## src/rtl/serial_adder_ctrl.sv

```systemverilog
// Bit-serial adder: one full_adder cell walked LSB-first over WIDTH bits.
// Define SERIAL_ADDER_CTRL_OVF_EN to add the o_overflow port.

module full_adder (
  input  logic bit1,
  input  logic bit2,
  input  logic carry,
  output logic sum,
  output logic cout
);

  assign sum  = bit1 ^ bit2 ^ carry;
  assign cout = (bit1 & bit2) | (carry & (bit1 ^ bit2));

endmodule

module serial_adder_ctrl #(
  parameter int WIDTH = 8
) (
  input  logic             i_clk,
  input  logic             i_rst,
  input  logic             i_start,
  input  logic [WIDTH-1:0] i_a,
  input  logic [WIDTH-1:0] i_b,
  input  logic             i_cin,
  output logic             o_busy,
  output logic             o_done,
  output logic [WIDTH-1:0] o_sum,
`ifdef SERIAL_ADDER_CTRL_OVF_EN
  output logic             o_cout,
  output logic             o_overflow
`else
  output logic             o_cout
`endif
);

  localparam int CW = (WIDTH > 1) ? $clog2(WIDTH) : 1;
  localparam logic [CW-1:0] LAST = CW'(WIDTH - 1);

  localparam logic [1:0] IDLE = 2'd0;
  localparam logic [1:0] RUN  = 2'd1;
  localparam logic [1:0] DONE = 2'd2;

  logic [1:0]       state;
  logic [WIDTH-1:0] a_sh;
  logic [WIDTH-1:0] b_sh;
  logic [WIDTH-1:0] r_sh;
  logic             c_reg;
  logic [CW-1:0]    cnt;
  logic             fa_sum;
  logic             fa_cout;
  logic [WIDTH-1:0] r_next;

  full_adder u_fa (
    .bit1  (a_sh[0]),
    .bit2  (b_sh[0]),
    .carry (c_reg),
    .sum   (fa_sum),
    .cout  (fa_cout)
  );

  assign r_next = {fa_sum, r_sh[WIDTH-1:1]};

  always_ff @(posedge i_clk) begin
    if (i_rst) begin
      state  <= IDLE;
      a_sh   <= '0;
      b_sh   <= '0;
      r_sh   <= '0;
      c_reg  <= 1'b0;
      cnt    <= '0;
      o_busy <= 1'b0;
      o_done <= 1'b0;
      o_sum  <= '0;
      o_cout <= 1'b0;
`ifdef SERIAL_ADDER_CTRL_OVF_EN
      o_overflow <= 1'b0;
`endif
    end else begin
      unique case (state)
        IDLE: begin
          if (i_start) begin
            a_sh   <= i_a;
            b_sh   <= i_b;
            c_reg  <= i_cin;
            cnt    <= '0;
            o_busy <= 1'b1;
            state  <= RUN;
          end
        end
        RUN: begin
          r_sh  <= r_next;
          c_reg <= fa_cout;
          a_sh  <= {1'b0, a_sh[WIDTH-1:1]};
          b_sh  <= {1'b0, b_sh[WIDTH-1:1]};
          cnt   <= cnt + 1'b1;
          if (cnt == LAST) begin
            o_sum  <= r_next;
            o_cout <= fa_cout;
`ifdef SERIAL_ADDER_CTRL_OVF_EN
            // c_reg is the carry into the MSB on the final bit
            o_overflow <= c_reg ^ fa_cout;
`endif
            o_busy <= 1'b0;
            o_done <= 1'b1;
            state  <= DONE;
          end
        end
        DONE: begin
          o_done <= 1'b0;
          state  <= IDLE;
        end
        default: begin
          o_busy <= 1'b0;
          o_done <= 1'b0;
          state  <= IDLE;
        end
      endcase
    end
  end

endmodule

```

## config.mk

```make
export PLATFORM = sky130hd
export DESIGN_NAME = serial_adder_ctrl
export DESIGN_NICKNAME = d
export VERILOG_FILES = /design/src/rtl/serial_adder_ctrl.sv
export SDC_FILE = /design/constraint.sdc
export NUM_CORES = 1
export LEC_CHECK = 0
export ABC_AREA = 1
export BUFFER_PORTS_ARGS = -buffer_cell sky130_fd_sc_hd__buf_2
export CORE_MARGIN = 2
export CORE_UTILIZATION = 42
export DETAILED_ROUTE_END_ITERATION = 10
export PLACE_DENSITY = 0.61
export SLEW_MARGIN = 20
export SYNTH_ARGS = -nofsm -noshare
export SYNTH_HDL_FRONTEND = slang
export SYNTH_SLANG_ARGS = --single-unit
```

## constraint.sdc

```tcl
create_clock -name i_clk -period 3.35 [get_ports i_clk]
set_input_delay 0.1675 -clock i_clk [delete_from_list [all_inputs] [get_ports i_clk]]
set_output_delay 0.1675 -clock i_clk [all_outputs]
set_load 0.01 [all_outputs]
```

### Yosys cells after proc, flatten, opt, wreduce, memory -nomap -nowiden

Cells that the tools add are included.

* register bits: 41
* output and inout port bits: 11
* bits of input ports: 20

* $add $sub $neg: 1
* bitwise logic cells: 7
* mux-type cells: 16
* eq/ne operators: 5
* reduce and logical (&&, ||, !) cells: 7

Operator list (count)
* $pmux 8 s2: 2
* $mux 8: 2
* $reduce_and 2->1: 4
* $pmux 3 s2: 1
* $mux 1: 4
* $mux 2: 2
* $ne 2x2->1 const B: 2
* $pmux 1 s2: 2
* $pmux 2 s2: 1
* $add 3x1->3 const B: 1
* $eq 3x3->1 const B: 1
* $mux 3: 1
* $pmux 1 s3: 1
* $reduce_and 3->1: 1
* $and 1x1->1: 2
* $eq 2x1->1 const B: 1
* $eq 2x2->1 const B: 1
* $logic_not 2->1: 1
* $not 1->1: 2
* $reduce_bool 2->1: 1
* $xor 1x1->1: 2
* $or 1x1->1: 1

### Depth between registers and ports, before layout

Gate-level depths: netlist of run 1.

* depth after elaboration: 4
* gate-level depth with buffers: 8

### Cells and area by module

A second synthesis of run 1 with hierarchy kept.

* cells, all modules: 264
* area, all modules: 1745.4 um2

Modules (own cells, without submodules)
* serial_adder_ctrl: area each 1725.4 um2, times used 1, cells each 263, sequential area each 800.8 um2
* full_adder: area each 20.0 um2, times used 1, cells each 1, sequential area each 0.0 um2

### Worst setup path before layout of run 1

OpenSTA, ideal clock, no wires.

* path type: register to register
* start point: register cnt[0]
* end point: register o_sum[0]
* period minus slack after synthesis: 1.192 ns
* setup time: 0.113 ns
* cell stages (with the launch flop): 8
* buffers on the path: 1
* path slack: 2.158 ns
* arrival time: 1.079 ns
* data required time: 3.237 ns
* cell sequence: dfxtp_1 > ha_1 > ha_1 > nand2_1 > buf_2 > nand2_1 > nand2_1 > nor2_1

* longest elaborated chain between the ends: 2

RTL lines
* from (decl): RTL line 49 `logic [CW-1:0] cnt;`
* from (signal assigned): RTL line 96 `cnt <= cnt + 1'b1;`
* $eq 3x3->1: RTL line 97 `if (cnt == LAST) begin`
* $reduce_and 2->1 (no source line)
* to (signal assigned): RTL line 98 `o_sum <= r_next;`
* to (decl): RTL line 28 `output logic [WIDTH-1:0] o_sum,`

No other way between the ends.
A chain may end at the register's enable or synchronous reset.

### Worst setup path after layout of run 1

* start point: register state[0]
* end point: register o_cout

* longest elaborated chain between the ends: 2

RTL lines
* from (decl): RTL line 44 `logic [1:0] state;`
* from (signal assigned): RTL line 66 `state <= IDLE;`
* from (signal assigned): RTL line 88 `state <= RUN;`
* from (signal assigned): RTL line 106 `state <= DONE;`
* $eq 2x1->1: RTL line 80 `unique case (state)`
* $reduce_and 2->1 (no source line)
* to (signal assigned): RTL line 99 `o_cout <= fa_cout;`
* to (decl): RTL line 33 `output logic o_cout`

No other way between the ends.

==> metrics.txt, run 1 <==
result of the run finished clean; Post CTS Setup Buffer Count 0; prevailing post-synth register cell sky130_fd_sc_hd__dfxtp_1; final worst path period need 1.52 ns; crit path capture type flip-flop; share of cells above drive strength 1 0.146; pin count of the biggest net entering global routing 38; unrepaired setup endpoints after global routing false; worst path cell trace inv_1 > nor2_2 > nand2_1 > nand3_1 > o21ai_0; Chip Height 68.6 microns; total inserted antenna cells 0; overall power 1.03 mW; TritonCTS clock tree done; Power Density 510 mW/mm^2; CTS H-tree depth 2; Port Buf Inserts 30; worst setup slack before clock tree synthesis 1.79 ns; Max Used Layer met4; area fraction of the dominant cell type after synthesis 0.457; wire length on met1 1680 microns; post-CTS resize count 0; area leader, netlist sky130_fd_sc_hd__dfxtp_1; worst-case headroom to the max-slew limit 0.650; critical path type flip-flop to flip-flop; filler instances 413; top cells by area, synth sky130_fd_sc_hd__dfxtp_1, sky130_fd_sc_hd__nand2_1, sky130_fd_sc_hd__nor2_1, sky130_fd_sc_hd__inv_1, sky130_fd_sc_hd__o21ai_0; I/O pins 31; Syn Inst Count 266; leakage power total 1.06 nW; Multi-input gate area 776 sq um; library cell with the highest instance count after synthesis sky130_fd_sc_hd__nand2_1; arrival time reported for the critical path endpoint 1.71 ns; deepest clock path buffer count 2; Total GRT Usage 0.163; clock transition at the registers of the reported paths 0.09 ns; wire length of the first global-routing pass 5740 microns; clock latency on the worst-skew pair 0.29 ns; largest clock skew in the final design 0.00873 ns; CTS buffer count 5; post-route DRC violation count 0; number of failing hold endpoints at the final stage 0; EDFF count, synth 0; detail-routed net length per standard cell 9.37 microns; WP depth 5; final net count 317; total length of routed met3 wires 126 microns; Max Cap Viol 0; share of the clock period used by the worst path after layout 0.455; Initial Util 0.438; clock tree root buffer cell sky130_fd_sc_hd__clkbuf_8; number of setup violations in the final report 0; die outline area 0.00470 sq mm; number of stages on the worst hold path 2; required time of the critical path 3.54 ns; via count of the first global-routing pass 1380; largest registers in the final layout a_sh (8), b_sh (8), o_sum (8); final estimated routing congestion in global placement 0.747; detail-routed via count per cell 4.44; Buf/Inv on CP 1; synthesized flop and latch total 40; fmax 656 MHz; CTS sink cnt 40; total negative setup slack 0 ns; remaining number of nets flagged by the antenna check after routing 0; average footprint of a synthesized cell 6.59 sq um; critical path launch point type flip-flop; sequential cell area 801 sq um; Max FO, Critical Path 12; min-delay worst type primary input to flip-flop; die extent in x 68.6 microns; CP max stage delay 0.39 ns; Post-Synthesis Cell Area 0.00175 sq mm; number of distinct library cells after synthesis 16; met2 WL 1410 microns; async set-or-reset flop fraction in the synthesized netlist 0; Area Overhead vs Synth 15.6%; leading post-synthesis cells by instance count sky130_fd_sc_hd__nand2_1, sky130_fd_sc_hd__nor2_1, sky130_fd_sc_hd__dfxtp_1; iteration count of the initial detailed-routing pass 4; sum of net half-perimeters after detailed placement 2190 microns; DRT iter0 DRCs 95; sum of overflow across all layers after global routing 0; Worst path top cell family by delay simple AND/OR/NAND/NOR gates; vias after detailed routing 1531; synthesized net count 289; number of rows in the core area 23; CTS Hold Buffers Added 0; final-report max-slew violation count 0; path depth of the worst reg2reg path 5; area inside the core boundary 0.00400 sq mm; cell at the slowest stage of the critical path sky130_fd_sc_hd__dfxtp_1; sequential share of the synthesized area 0.457; worst IR drop on VDD 0.262 mV; count of synthesis-stage warnings from yosys 0; worst-margin pin slew 0.524 ns; final worst setup slack 1.83 ns; Detailed Route WL 3230 microns; antenna violations before repair 0
per-stage QoR:
step,hold WS [ns],cell area [sq um],utilization,instances
after CTS,0.0826,2020,0.506,345
final,0.0861,2020,0.506,345
after detailed placement,0.398,1910,0.477,337
after global placement,0.405,1910,0.477,337
after floorplan,0.237,1750,-,266
after global routing,0.0852,2020,0.506,345
cells by family (layout without fill, tap and decap cells):
| kind of cell | after synthesis | count (layout) | share of synthesized area |
|---|---|---|---|
| fa+ha+maj | 3 | 3 | 0.0257 |
| buf+inv | 38 | 67 | 0.100 |
| simple gates | 168 | 168 | 0.369 |
| compound gates | 17 | 17 | 0.0486 |
| flops | 40 | 40 | 0.457 |
where the power goes:
part	internal, mW	switching, mW
clock	0.224	0.177
sequential	0.502	0.0130
combinational	0.0442	0.0721
layer usage:
metal,global-route usage,up-vias
met3,0.0438,2
met1,0.194,657
li1,-,848
met2,0.278,24
met5,0,-
met4,0.0600,0
final cells by class:
cell class | count | area share
Sequential cell | 40 | 0.396
Multi-Input combinational cell | 188 | 0.383
Timing Repair Buffer | 33 | 0.0853
Inverter | 26 | 0.0482
Clock buffer | 5 | 0.0340
Tap cell | 50 | 0.0309
Clock inverter | 3 | 0.0229
cells in the final DEF (no fill, tap or decap):
cell type,n
sky130_fd_sc_hd__nand2_1,88
sky130_fd_sc_hd__nor2_1,69
sky130_fd_sc_hd__dfxtp_1,40
sky130_fd_sc_hd__buf_2,30
sky130_fd_sc_hd__inv_1,24
sky130_fd_sc_hd__nand3_1,10
sky130_fd_sc_hd__o21ai_0,10
sky130_fd_sc_hd__a21oi_1,6
sky130_fd_sc_hd__clkbuf_8,5
sky130_fd_sc_hd__buf_4,3
sky130_fd_sc_hd__ha_1,2
sky130_fd_sc_hd__nor2_2,1
sky130_fd_sc_hd__clkinv_1,1
sky130_fd_sc_hd__inv_2,1
sky130_fd_sc_hd__o21ai_1,1
sky130_fd_sc_hd__fa_1,1
sky130_fd_sc_hd__clkinvlp_4,1
sky130_fd_sc_hd__inv_6,1
sky130_fd_sc_hd__bufinv_16,1
worst paths after layout:
kind	startpoint	endpoint	slack, ns
worst max register to register	state[0]	o_cout	1.83
worst max-delay path	state[0]	o_cout	1.83
worst min register to register	r_sh[3]	o_sum[2]	0.47
worst min-delay path	i_rst	cnt[2]	0.09
(Power assumes the default switching activity.)
==> run 2: changes to the inputs <==
--- a/config.mk
+++ b/config.mk
@@ -10,7 +10,7 @@
 export CORE_MARGIN = 2
 export CORE_UTILIZATION = 42
 export DETAILED_ROUTE_END_ITERATION = 10
-export PLACE_DENSITY = 0.61
+export PLACE_DENSITY = 0.63
 export SLEW_MARGIN = 20
 export SYNTH_ARGS = -nofsm -noshare
 export SYNTH_HDL_FRONTEND = slang
==> constraint.sdc (replaced) <==
create_clock -name i_clk -period 1.4 [get_ports i_clk]
set_input_delay 0.07 -clock i_clk [delete_from_list [all_inputs] [get_ports i_clk]]
set_output_delay 0.07 -clock i_clk [all_outputs]
set_load 0.01 [all_outputs]
==> run 2 against run 1 <==
Net effect:
- global-route usage fell by 0.41 points
- critical path type unchanged
- final area rose by 2.8%
- clock skew barely moved
- non-clock buffer count rose by 5
- sequential share of layout area fell by 1.1 points
- power rose to 2.5 times the previous value
- critical endpoint is now o_sum[2]
==> metrics.txt, run 2 (synthesis gave the netlist of run 1 again) <==
Final Non-Filler Cells 349 (+1.2%); internal power 2.02 mW (+160%); Max Cap Viol 0 (unchanged); crit path capture type flip-flop; number of setup violations in the final report 0 (unchanged); total inserted antenna cells 0 (unchanged); total negative setup slack 0 ns (unchanged); min-delay worst type primary input to flip-flop; share of cells above drive strength 1 0.157 (+0.0114); CP max stage delay 0.32 ns (-0.07 ns); met2 WL 1410 microns (-0.21%); Buf/Inv on CP 1 (unchanged); register share of total power 0.472 (-0.027); worst setup slack before clock tree synthesis 0.0843 ns (-1.71 ns); worst-case headroom to the max-slew limit 0.834 (+0.184); Max Used Layer met4; deepest clock path buffer count 2 (unchanged); DRT iter0 DRCs 71 (-25%); arrival time reported for the critical path endpoint 1.41 ns (-0.30 ns); result of the run finished clean; final worst path period need 1.23 ns (-0.297 ns); Port Buf Inserts 30 (unchanged); TritonCTS clock tree done; clock latency on the worst-skew pair 0.29 ns (about the same); worst path cell trace ha_1 > ha_1 > nand3_1 > inv_1 > nand2_1 > nand2_1; worst-margin pin slew 0.249 ns (-0.275 ns); post-route cell area 0.00208 sq mm (+2.8%); largest registers in the final layout a_sh (8), b_sh (8), o_sum (8); required time of the critical path 1.59 ns (-1.95 ns); sum of overflow across all layers after global routing 0 (unchanged); leakage power total 1.10 nW (+3.1%); critical path type flip-flop to flip-flop; largest clock skew in the final design 0.00890 ns (+0.000169 ns); detail-routed via count per cell 4.31 (-2.8%); CTS H-tree depth 2 (unchanged); Area Overhead vs Synth 18.8%; die extent in x 68.6 microns (unchanged); Initial Util 0.438 (unchanged); sum of net half-perimeters after detailed placement 2210 microns (+1.0%); number of failing hold endpoints at the final stage 0 (unchanged); clock transition at the registers of the reported paths 0.08 ns (about the same); Detailed Route WL 3220 microns (-0.28%); Combinational Power Share 0.112 (about the same); fmax 815 MHz (+24%); switching part of the total power 0.225 (-0.0284); most used cells in the layout excluding fill and tap cells sky130_fd_sc_hd__nand2_1, sky130_fd_sc_hd__nor2_1, sky130_fd_sc_hd__dfxtp_1, sky130_fd_sc_hd__buf_2, sky130_fd_sc_hd__inv_1; iteration count of the initial detailed-routing pass 4 (unchanged); pin count of the biggest net entering global routing 27 (-29%); post-route DRC violation count 0 (unchanged); CTS sink cnt 40 (unchanged); via count of the first global-routing pass 1380 (unchanged); power dissipated by switching net loads 587 uW (+120%); wire length on met1 1690 microns (+0.54%); wire length of the first global-routing pass 5640 microns (-1.7%); critical path launch point type flip-flop; clock power share 0.415 (+0.026); cell at the slowest stage of the critical path sky130_fd_sc_hd__dfxtp_1; clock tree root buffer cell sky130_fd_sc_hd__clkbuf_8; final-report max-slew violation count 0 (unchanged); placed inst area 0.00194 sq mm (+1.6%); Max FO, Critical Path 6 (-6); Chip Height 68.6 microns (unchanged); Total GRT Usage 0.159 (-0.00412); Worst path top cell family by delay adder cells; overall power 2.61 mW (+150%); final net count 322 (+1.6%); die outline area 0.00470 sq mm (unchanged); final worst setup slack 0.173 ns (-1.65 ns); share of the clock period used by the worst path after layout 0.877 (+0.422); most common cell after layout, fill and taps aside sky130_fd_sc_hd__nand2_1; number of rows in the core area 23 (unchanged); I/O pins 31 (unchanged); area inside the core boundary 0.00400 sq mm (unchanged); worst IR drop on VDD 0.571 mV (+120%); unrepaired setup endpoints after global routing false; final estimated routing congestion in global placement 0.771 (+3.3%); Power Density 1250 mW/mm^2 (+150%); CTS buffer count 5 (unchanged); vias after detailed routing 1505 (-1.7%); cell total after placement 341 (+1.2%); remaining number of nets flagged by the antenna check after routing 0 (unchanged); detail-routed net length per standard cell 9.23 microns (-1.4%); total length of routed met3 wires 116 microns (-7.9%); antenna violations before repair 0 (unchanged)
## run 2: changes by cell type in the layout (fill, tap and decap cells not counted)
cell	change
sky130_fd_sc_hd__buf_4	+4
sky130_fd_sc_hd__bufinv_16	+1
sky130_fd_sc_hd__clkinvlp_4	-1
sky130_fd_sc_hd__dlygate4sd3_1	+1
sky130_fd_sc_hd__inv_6	-1
sky130_fd_sc_hd__nand2_1	-1
sky130_fd_sc_hd__nand2_2	+1
## run 2: tightest hold or removal path: stages
cell                      delay, ns
sky130_fd_sc_hd__buf_2         0.09
sky130_fd_sc_hd__nand3_1       0.07
sky130_fd_sc_hd__a21oi_1       0.06
## run 2: path summary, 6_finish.rpt
kind | cells past startpoint | end | from | slack (ns)
setup / recovery | 6 | o_sum[2] | cnt[0] | 0.17
hold / removal | 3 | b_sh[7] | i_b[7] | 0.04
setup reg to reg | 6 | o_sum[2] | cnt[0] | 0.17
hold reg to reg | 2 | o_sum[4] | r_sh[5] | 0.47
## run 2: metrics by stage
stage               utilization  hold slack [ns]
CTS                       0.520           0.0384
finish                    0.520           0.0419
floorplan                     -            0.139
global placement          0.485            0.305
detailed placement        0.485            0.312
global route              0.520           0.0506
## run 2: power by group through the flow
stage	clock network, mW	registers (mW)	logic, mW
6_report	1.08	1.23	0.293
2_1_floorplan	0	1.25	0.221
3_5_place_dp	0	1.26	0.291
4_1_cts	1.11	1.23	0.295
5_1_grt	1.15	1.24	0.347
3_3_place_gp	0	1.26	0.288
## run 2: area by class of cell
type                    count  area, sq um
well taps                  50         62.6
fillers                   415         1920
flip-flops and latches     40          801
clock buffers               5         68.8
repair buffers             38          213
inverters                  26         97.6
multi-input cells         188          778
clock inverters             2         60.1
## run 2: what timing repair did
item / CTS / global route
resized for setup: 0 / 1
hold buffers: 1 / 0
hold endpoints to repair: 2 / 0
setup endpoints to repair: 0 / 3
setup buffers: 0 / 0
## run 2: routing by layer
layer	vias up	global-route usage
li1	859	-
met1	621	0.197
met2	23	0.260
met3	2	0.0536
met4	0	0.0450
met5	-	0
==> run 3: changes to the inputs <==
--- a/config.mk
+++ b/config.mk
@@ -14,4 +14,5 @@
 export SLEW_MARGIN = 20
 export SYNTH_ARGS = -nofsm -noshare
 export SYNTH_HDL_FRONTEND = slang
+export SYNTH_HIERARCHICAL = 1
 export SYNTH_SLANG_ARGS = --single-unit
==> run 3 against run 2 <==
Net effect:
- synthesized cell count is 0.75% lower
- non-clock buffer count is 1 lower
- first-iteration DRC count is 8.5% lower
- routed wire length is 2.4% higher
- flip-flop and latch count stayed put
- critical path type unchanged
- fmax hardly changed
- final cell count is 0.57% lower
- critical endpoint is now o_sum[7]
- combinational power is 2% higher
==> metrics.txt, run 3 <==
share of the clock period used by the worst path after layout 0.876 (about the same); arrival time reported for the critical path endpoint 1.43 ns (+0.02 ns); Post-Synthesis Cell Area 0.00175 sq mm (-0.36%); number of distinct library cells after synthesis 16 (unchanged); Initial Util 0.436 (-0.00156); clock latency on the worst-skew pair 0.30 ns (about the same); number of setup violations in the final report 0 (unchanged); Synth Area in Simple Gates 0.368 (about the same); clock tree root buffer cell sky130_fd_sc_hd__clkbuf_8; overall power 2.50 mW (-4.1%); critical path type flip-flop to flip-flop; antenna violations before repair 0 (unchanged); final worst setup slack 0.174 ns (+0.00114 ns); total negative setup slack 0 ns (unchanged); Syn Inst Count 264 (-0.75%); synthesized net count 287 (-0.69%); worst-case headroom to the max-slew limit 0.843 (+0.00938); number of rows in the core area 23 (unchanged); vias after detailed routing 1498 (-0.47%); iteration count of the initial detailed-routing pass 4 (unchanged); sequential share of the synthesized area 0.459 (+0.00164); most used cells in the layout excluding fill and tap cells sky130_fd_sc_hd__nand2_1, sky130_fd_sc_hd__nor2_1, sky130_fd_sc_hd__dfxtp_1, sky130_fd_sc_hd__buf_2, sky130_fd_sc_hd__inv_1; remaining number of nets flagged by the antenna check after routing 0 (unchanged); final hold slack 0.0425 ns (+0.000661 ns); final net count 319 (-0.93%); Chip Height 68.5 microns (-0.17%); area fraction of the dominant cell type after synthesis 0.459 (+0.00164); die outline area 0.00469 sq mm (-0.34%); leakage power total 1.08 nW (-1.2%); sum of net half-perimeters after detailed placement 2190 microns (-0.75%); Post CTS Setup Buffer Count 0 (unchanged); clock power share 0.387 (-0.028); area leader, netlist sky130_fd_sc_hd__dfxtp_1; number of failing hold endpoints at the final stage 0 (unchanged); detail-routed net length per standard cell 9.51 microns (+3.0%); register share of total power 0.493 (+0.021); count of synthesis-stage warnings from yosys 6 (+6); post-route cell area 0.00208 sq mm (-0.12%); deepest clock path buffer count 2 (unchanged); CTS buffer count 5 (unchanged); worst IR drop on VDD 0.535 mV (-6.4%); crit path capture type flip-flop; CTS sink cnt 40 (unchanged); synthesized flop and latch total 40 (unchanged); fmax 816 MHz (about the same); sum of overflow across all layers after global routing 0 (unchanged); pin count of the biggest net entering global routing 38 (+41%); average footprint of a synthesized cell 6.61 sq um (+0.40%); dominant combinational cell family by area after synthesis simple AND/OR/NAND/NOR gates; xor and xnor area share after synthesis 0 (unchanged); final worst path period need 1.23 ns (-0.00114 ns); final estimated routing congestion in global placement 0.730 (-5.4%); EDFF count, synth 0 (unchanged); wire length of the first global-routing pass 5930 microns (+5.0%); worst-margin pin slew 0.233 ns (-0.0156 ns); Power Density 1200 mW/mm^2 (-4.0%); Max Cap Viol 0 (unchanged); total inserted antenna cells 0 (unchanged); area inside the core boundary 0.00400 sq mm (unchanged); Area Overhead vs Synth 19.1%; clock transition at the registers of the reported paths 0.09 ns (about the same); switching part of the total power 0.255 (+0.0298); async set-or-reset flop fraction in the synthesized netlist 0 (unchanged); placed inst area 0.00195 sq mm (+0.58%); adder and majority gate portion of the synthesized area 0.0258 (+0.0000922); post-route DRC violation count 0 (unchanged); Total GRT Usage 0.169 (+0.0104); prevailing post-synth register cell sky130_fd_sc_hd__dfxtp_1; most common cell after layout, fill and taps aside sky130_fd_sc_hd__nand2_1; Synth Area in Compound Gates 0.0487 (+0.000174); filler instances 419 (+0.96%); detail-routed via count per cell 4.32 (+0.11%); multiplexer area fraction after synthesis 0 (unchanged); Port Buf Inserts 30 (unchanged); result of the run finished clean; largest clock skew in the final design 0.00841 ns (-0.000495 ns); largest registers in the final layout a_sh (8), b_sh (8), o_sum (8); worst setup slack before clock tree synthesis 0.0877 ns (+0.00335 ns); CTS H-tree depth 2 (unchanged); final-report max-slew violation count 0 (unchanged); share of cells above drive strength 1 0.158 (+0.00106); Detailed Route WL 3300 microns (+2.4%); required time of the critical path 1.60 ns (about the same); die extent in x 68.5 microns (-0.17%); Combinational Power Share 0.120 (+0.008); unrepaired setup endpoints after global routing false; top cells by area, synth sky130_fd_sc_hd__dfxtp_1, sky130_fd_sc_hd__nand2_1, sky130_fd_sc_hd__nor2_1, sky130_fd_sc_hd__inv_1, sky130_fd_sc_hd__nand3_1; TritonCTS clock tree done; via count of the first global-routing pass 1433 (+3.8%); sequential cell area 801 sq um (unchanged); DRT iter0 DRCs 65 (-8.5%); library cell with the highest instance count after synthesis sky130_fd_sc_hd__nand2_1; Max FO, Critical Path 7 (+1); min-delay worst type primary input to flip-flop; Multi-input gate area 776 sq um (-0.32%); leading post-synthesis cells by instance count sky130_fd_sc_hd__nand2_1, sky130_fd_sc_hd__nor2_1, sky130_fd_sc_hd__dfxtp_1; critical path launch point type flip-flop; I/O pins 31 (unchanged); power dissipated by switching net loads 637 uW (+8.5%); internal power 1.86 mW (-7.8%)
-- run 3: cell type report --
class,instances,area share
Multi-Input combinational cell,187,0.373
Clock buffer,5,0.0331
Sequential cell,40,0.385
Inverter,25,0.0452
Tap cell,50,0.0301
Clock inverter,3,0.0223
Timing Repair Buffer,37,0.111
-- run 3: power groups by stage --
| stage | clock network [mW] | registers [mW] | logic, mW |
|---|---|---|---|
| floorplan | 0 | 1.25 | 0.220 |
| global placement | 0 | 1.26 | 0.297 |
| detailed placement | 0 | 1.26 | 0.299 |
| CTS | 0.992 | 1.23 | 0.302 |
| global route | 1.03 | 1.24 | 0.361 |
| finish | 0.968 | 1.23 | 0.299 |
-- run 3: what timing repair did --
item	4_1_cts	5_1_grt
hold endpoints to repair	2	0
hold buffers	1	0
endpoints found under the setup margin	0	3
gates resized for setup	0	1
-- run 3: path summary, 6_finish.rpt --
check | start | end | slack [ns] | depth (start not counted)
worst max-delay path | cnt[0] | o_sum[7] | 0.17 | 6
worst min register to register | r_sh[7] | o_sum[6] | 0.46 | 2
worst max register to register | cnt[0] | o_sum[7] | 0.17 | 6
worst min-delay path | i_a[7] | a_sh[7] | 0.04 | 3
-- run 3: kinds of logic (layout without fill, tap and decap cells) --
group	after synthesis	count (layout)
AO/OA/AOI/OAI	17	17
adder cells (fa/ha/maj)	3	3
buffers and inverters	37	70
flip-flops	40	40
AND/OR/NAND/NOR	167	167
-- run 3: worst max-delay path, stage by stage (launching register included) --
cell	delay, ns
sky130_fd_sc_hd__dfxtp_1	0.33
sky130_fd_sc_hd__ha_1	0.19
sky130_fd_sc_hd__ha_1	0.21
sky130_fd_sc_hd__nand3_1	0.14
sky130_fd_sc_hd__inv_1	0.13
sky130_fd_sc_hd__nand2_1	0.08
sky130_fd_sc_hd__nand2_1	0.05
-- run 3: per-stage QoR --
step	instances	util
2_1_floorplan	264	-
3_3_place_gp	338	0.488
3_5_place_dp	338	0.488
4_1_cts	347	0.519
5_1_grt	347	0.520
6_report	347	0.520
-- run 3: routing by layer --
layer / vias to the layer above / wire length [microns] / GRT usage / part of all wire
li1: 855 / - / - / -
met1: 612 / 1720 / 0.202 / 0.52
met2: 25 / 1400 / 0.282 / 0.42
met3: 6 / 129 / 0.0493 / 0.039
met4: 0 / 54 / 0.0675 / 0.016
met5: - / 0 / 0 / 0
